==> config.mk <==
export PLATFORM = sky130hd
export DESIGN_NAME = misr_lfsr
export DESIGN_NICKNAME = d
export VERILOG_FILES = /design/src/rtl/miter_misr_checker_misr_lfsr.sv
export SDC_FILE = /design/constraint.sdc
export NUM_CORES = 1
export LEC_CHECK = 0
export CORE_UTILIZATION = 40
export CTS_BUF_LIST = sky130_fd_sc_hd__clkbuf_4 sky130_fd_sc_hd__clkbuf_8
export DETAILED_ROUTE_END_ITERATION = 8
export PLACE_DENSITY_LB_ADDON = 0.12
export SYNTH_ARGS = -nofsm -noshare
export SYNTH_HDL_FRONTEND = slang
export SYNTH_SLANG_ARGS = --single-unit
export TNS_END_PERCENT = 1
==> constraint.sdc <==
create_clock -name clk -period 2.3 [get_ports clk]
set_input_delay 0.46 -clock clk [delete_from_list [all_inputs] [get_ports clk]]
set_output_delay 0.46 -clock clk [all_outputs]
set_load 0.05 [all_outputs]
==> src/rtl/miter_misr_checker_misr_lfsr.sv <==
// misr_lfsr: Galois MISR folding an NCH-bit vector into a SIG_W-bit signature per enabled cycle
module misr_lfsr #(
    parameter int               SIG_W = 16,
    parameter int               NCH   = 7,
    parameter logic [SIG_W-1:0] POLY  = 16'hB400,
    parameter logic [SIG_W-1:0] SEED  = 16'hFFFF
) (
    input  logic             clk,
    input  logic             rst,
    input  logic             load,
    input  logic             en,
    input  logic [NCH-1:0]   din,
    output logic [SIG_W-1:0] sig
);
    logic [SIG_W-1:0] r_sig;

    always_ff @(posedge clk) begin
        if (rst || load) r_sig <= SEED;
        else if (en) r_sig <= (r_sig >> 1) ^ (r_sig[0] ? POLY : '0) ^ SIG_W'(din);
    end

    assign sig = r_sig;
endmodule

==> flow_summary_export.csv, run 1 <==
group,metric,value,unit
worst_setup_path,slowest_stage,"clkdlybuf4s50_1",
detailed_routing,drtIter0Drc,2,
detailed_routing,drc,0,
worst_setup_path,crit_buf_inv,1,
final_layout,final_common_cell,"clkdlybuf4s50_1",
detailed_routing,first_pass_iters,4,
floorplan,start_util,43.5,%
yosys,yosysSeqAreaShare,48.3,%
floorplan,core_region_area,0.00152,mm²
yosys,syn_area_per_cell,10.2,µm²
worst_hold_path,hp-class,"reg2reg",
sta,finClkSkew,0.00615,ns
yosys,synth_fp_nets,76,
global_routing,antenna_found_initial,0,
global_routing,overflow,0,
final_layout,multi_input_area,305,µm²
worst_setup_path,path_class,"reg2out",
outcome,status,"complete, no violations",
detailed_routing,wire_per_inst,12.6,µm
clock_tree,cts.clk_slew.worst_paths,0.10,ns
worst_setup_path,crit_family,"buffers and inverters",
yosys,synth_cell_types,11,
final_layout,final_cell_mix,"26 x clkdlybuf4s50_1, 16 x dfxtp_1, 10 x xnor2_1, 10 x nor4_1, 10 x a21oi_1",
detailed_routing,antenna_left,0,
worst_setup_path,worst-path-max-fanout,6,
global_routing,grt_max_degree,13,
yosys,synthCells,65,
final_layout,diodes,0,
placed_design,hpwl,938,µm
placed_design,io_buffers,26,
power_and_ir_drop,p_per_area,612,mW/mm²
clock_tree,cts_sinks,16,
clock_tree,htreeDepth,1,
power_and_ir_drop,intPower,0.000426,W
yosys,ys.warnings.count,0,
floorplan,die_w,42.7,µm
worst_setup_path,cp.required,1.84,ns
clock_tree,cts_buffers,3,
final_layout,regArea,320,µm²
global_routing,grt_pass1_wl,2210,µm
sta,setup_viol,0,
power_and_ir_drop,switching_share,26.7,%
sta,worstMarginPinSlew,0.496,ns
clock_tree,clkLatencyLatePin,0.29,ns
power_and_ir_drop,p_leak,0.348,nW
run,maxCapViolCount,0,
placed_design,gp_congestion,0.706,
final_layout,layout-drive-gt1-share,6.59,%
floorplan,num_io_pins,27,
sta,fin_crit_sh,91.0,%
clock_tree,cts_setup_buffers,0,
clock_tree,cts_root_buf,"clkbuf_4",
power_and_ir_drop,power.switching,0.000156,W
sta,setup_slack,0.207,ns
worst_setup_path,end_kind,"output port",
detailed_routing,via_count,549,
floorplan,placementRows,14,
detailed_routing,viasPerCell,5.13,
power_and_ir_drop,power.share.clock,32.3,%
global_routing,grt_use_total,16.6,%
global_routing,grt_pass1_vias,490,
sta,drv_slew,0,
sta,slew-limit-headroom,66.9,%
power_and_ir_drop,ir_drop,361,µV
placed_design,dp_slack,0.410,ns
floorplan,die_h,42.7,µm
worst_setup_path,slowest_delay,0.86,ns
yosys,netlist_area,663,µm²
sta,finalSetupTns,0,ns
clock_tree,cts_tree,"built",
final_layout,nets,103,
power_and_ir_drop,pwr-share-seq,50.5,%
sta,rsz0062_at_grt,"no",
floorplan,dieArea,0.00182,mm²
power_and_ir_drop,comb_power_share,17.2,%
worst_setup_path,startpoint_type,"flip-flop",
yosys,synth_seq_cells,16,
worst_setup_path,cp_cell_sequence,"clkdlybuf4s50_1",
final_layout,nFillCells,130,
final_layout,layout-area-overhead-vs-synth,43.2,%
final_layout,largest_reg_flops,16,
sta,max_freq,0.478,GHz
clock_tree,cts_buffer_depth,2,
clock_tree,cts_resized,0,
detailed_routing,wl,1340,µm
clock_tree,ctsHoldBuffers,0,
sta,finalHoldViolCount,0,
worst_setup_path,critical_path_arrival,1.63,ns
sta,post-route-min-period,2.09,ns
## synth_stat cells (all sizes together)
master / instances / share of area, %
nor3b: 1 / 2.8
a21oi: 10 / 7.5
mux2i: 6 / 9.1
xnor2: 10 / 13
dfxtp: 16 / 48
buf: 4 / 4.9
clkbuf: 1 / 0.75
nor4: 10 / 9.4
nand2: 6 / 3.4
nor2: 1 / 0.57
## power by group through the flow
stage	logic, W	registers, W	clock network (W)
2_1_floorplan	0.0000365	0.000326	0
3_3_place_gp	0.0000999	0.000300	0
3_5_place_dp	0.000101	0.000300	0
4_1_cts	0.000101	0.000294	0.000190
5_1_grt	0.000106	0.000295	0.000206
6_report	0.000100	0.000294	0.000188
## final cells by class
| class | count | share of cell area (%) |
|---|---|---|
| Sequential cell | 16 | 33.7 |
| Multi-Input combinational cell | 44 | 32.1 |
| Timing Repair Buffer | 27 | 28.2 |
| Clock buffer | 4 | 3.82 |
| Tap cell | 16 | 2.11 |
## per-stage QoR
| step | area, µm² | utilization [%] | cells | power (W) | hold WS, ns |
|---|---|---|---|---|---|
| finish | 950 | 62.3 | 107 | 0.000581 | 0.513 |
| global route | 950 | 62.3 | 107 | 0.000607 | 0.540 |
| CTS | 950 | 62.3 | 107 | 0.000584 | 0.515 |
| detailed placement | 913 | 59.9 | 103 | 0.000400 | 0.491 |
| global placement | 913 | 59.9 | 103 | 0.000399 | 0.482 |
| floorplan | 663 | - | 65 | 0.000363 | 0.603 |
## per-layer routing
layer | vias to the layer above | share of wire, % | global-route usage [%]
li1 | 286 | - | -
met2 | 20 | 47 | 25.5
met1 | 243 | 48 | 20.3
met4 | 0 | 0 | 7.50
met5 | - | 0 | 0
met3 | 0 | 5.2 | 6.81
## cells by family (layout without fill, tap and decap cells)
kind of cell,after synthesis,in the layout,synth area share (%)
AOI/OAI and AO/OA,10,10,7.55
xor gates and xnor gates,10,10,13.2
buffers and inverters,5,31,5.66
DFF,16,16,48.3
muxes,6,6,9.06
and+or+nand+nor,18,18,16.2
## final timing paths
kind,start,endpoint,slack (ns),cells after the start
setup / recovery,sig[0]$_SDFFE_PP1P_,sig[0],0.21,1
hold / removal,sig[9]$_SDFFE_PP1P_,sig[8]$_SDFFE_PP1P_,0.51,2
hold reg to reg,sig[9]$_SDFFE_PP1P_,sig[8]$_SDFFE_PP1P_,0.51,2
setup reg to reg,sig[0]$_SDFFE_PP1P_,sig[12]$_SDFFE_PP1P_,1.42,2
No activity file was read; power rests on OpenSTA's default activity.
==> run 2: changes to the inputs <==
--- a/config.mk
+++ b/config.mk
@@ -5,7 +5,7 @@
 export SDC_FILE = /design/constraint.sdc
 export NUM_CORES = 1
 export LEC_CHECK = 0
-export CORE_UTILIZATION = 40
+export CORE_UTILIZATION = 46
 export CTS_BUF_LIST = sky130_fd_sc_hd__clkbuf_4 sky130_fd_sc_hd__clkbuf_8
 export DETAILED_ROUTE_END_ITERATION = 8
 export PLACE_DENSITY_LB_ADDON = 0.12
==> flow_summary_export.csv, run 2 (synthesized netlist as in run 1, its figures left out) <==
group,metric,value,unit
floorplan,dieArea,0.00160,mm²
global_routing,grt_use_total,18.2,%
sta,holdWs,0.511,ns
floorplan,placementRows,13,
clock_tree,cts_buffer_depth,2,
worst_setup_path,crit_family,"buffers and inverters",
sta,fin_crit_sh,90.0,%
outcome,status,"complete, no violations",
worst_setup_path,worst-path-max-fanout,6,
global_routing,grt_use_met3,3.33,%
sta,rsz0062_at_grt,"no",
worst_hold_path,whs_path_depth,2,
detailed_routing,viasPerCell,5.07,
worst_setup_path,cp.depth,1,
sta,setup_slack,0.230,ns
sta,finalHoldViolCount,0,
sta,setup_viol,0,
sta,finClkSkew,0.00270,ns
clock_tree,cts_tree,"built",
clock_tree,cts_resized,0,
global_routing,grt_pass1_vias,440,
clock_tree,clkLatencyLatePin,0.29,ns
run,maxCapViolCount,0,
power_and_ir_drop,ir_drop,395,µV
floorplan,die_h,40.0,µm
worst_setup_path,cp_cell_sequence,"clkdlybuf4s50_1",
final_layout,final_cell_mix,"26 x clkdlybuf4s50_1, 16 x dfxtp_1, 10 x xnor2_1, 10 x nor4_1, 10 x a21oi_1",
placed_design,gp_congestion,0.730,
final_layout,layout-drive-gt1-share,6.59,%
placed_design,hpwl,846,µm
worst_setup_path,cp.required,1.84,ns
final_layout,nets,103,
worst_setup_path,crit_buf_inv,1,
worst_setup_path,rr_worst_depth,2,
detailed_routing,wl,1260,µm
floorplan,num_io_pins,27,
detailed_routing,via_count,537,
detailed_routing,drc,0,
worst_setup_path,critical_path_arrival,1.61,ns
clock_tree,htreeDepth,1,
sta,drv_slew,0,
global_routing,antenna_found_initial,0,
detailed_routing,wire_per_inst,11.9,µm
global_routing,grt_max_degree,13,
final_layout,nFillCells,105,
placed_design,numPlacedInstances,102,
final_layout,final_cells,106,
final_layout,final_area,948,µm²
worst_setup_path,slowest_stage,"clkdlybuf4s50_1",
clock_tree,cts.clk_slew.worst_paths,0.09,ns
placed_design,dp_slack,0.404,ns
global_routing,met2_usage,27.8,%
sta,slew-limit-headroom,66.9,%
placed_design,io_buffers,26,
worst_setup_path,slowest_delay,0.85,ns
detailed_routing,first_pass_iters,2,
sta,finalSetupTns,0,ns
global_routing,grt_pass1_wl,1880,µm
clock_tree,cts_sinks,16,
floorplan,die_w,40.0,µm
floorplan,core_region_area,0.00132,mm²
clock_tree,ctsHoldBuffers,0,
clock_tree,cts_buffers,3,
final_layout,layout-area-overhead-vs-synth,43.0,%
clock_tree,cts_root_buf,"clkbuf_4",
power_and_ir_drop,p_per_area,610,mW/mm²
clock_tree,cts_setup_buffers,0,
sta,worstMarginPinSlew,0.495,ns
final_layout,largest_reg_flops,16,
global_routing,grt-busiest-layer,"met2",
sta,post-route-min-period,2.07,ns
final_layout,final_common_cell,"clkdlybuf4s50_1",
global_routing,overflow,0,
detailed_routing,drtIter0Drc,3,
final_layout,diodes,0,
floorplan,start_util,50.3,%
detailed_routing,antenna_left,0,
placed_design,place_area,912,µm²
worst_hold_path,hp-class,"reg2reg",
worst_setup_path,end_kind,"output port",
worst_setup_path,startpoint_type,"flip-flop",
power_and_ir_drop,p_leak,0.348,nW
sta,max_freq,0.483,GHz
global_routing,grt_use_met1,24.0,%
worst_setup_path,path_class,"reg2out",
run 2: cell counts in the layout (fill, tap and decap cells not counted):
No cell type changed its count.
run 2: worst paths after layout:
path	slack [ns]	end	start
setup / recovery	0.23	sig[0]	sig[0]$_SDFFE_PP1P_
hold / removal	0.51	sig[8]$_SDFFE_PP1P_	sig[8]$_SDFFE_PP1P_
setup reg to reg	1.44	sig[0]$_SDFFE_PP1P_	sig[0]$_SDFFE_PP1P_
hold reg to reg	0.51	sig[8]$_SDFFE_PP1P_	sig[8]$_SDFFE_PP1P_
run 2: area by class of cell:
type                            instances  area (µm²)  share of cell area (%)
Timing Repair Buffer                   27         268                    28.2
Sequential cell                        16         320                    33.8
Tap cell                               15        18.8                    1.98
Clock buffer                            4        36.3                    3.83
Multi-Input combinational cell         44         305                    32.2
run 2: stage by stage:
stage,total power (W),util (%)
global placement,0.000399,69.2
CTS,0.000583,72.0
floorplan,0.000363,-
detailed placement,0.000399,69.2
finish,0.000578,72.0
global route,0.000599,72.0
run 2: metal layers:
metal | wire length [µm] | part of all wire (%)
met1 | 622 | 49
met2 | 547 | 43
met3 | 67 | 5.3
met4 | 26 | 2.1
met5 | 0 | 0
run 2: where the power goes:
part           internal [W]  switching [W]  leakage, nW
Combinational     0.0000446      0.0000555        0.197
Sequential         0.000285     0.00000793        0.131
Clock             0.0000964      0.0000887       0.0210
Total              0.000426       0.000152        0.348
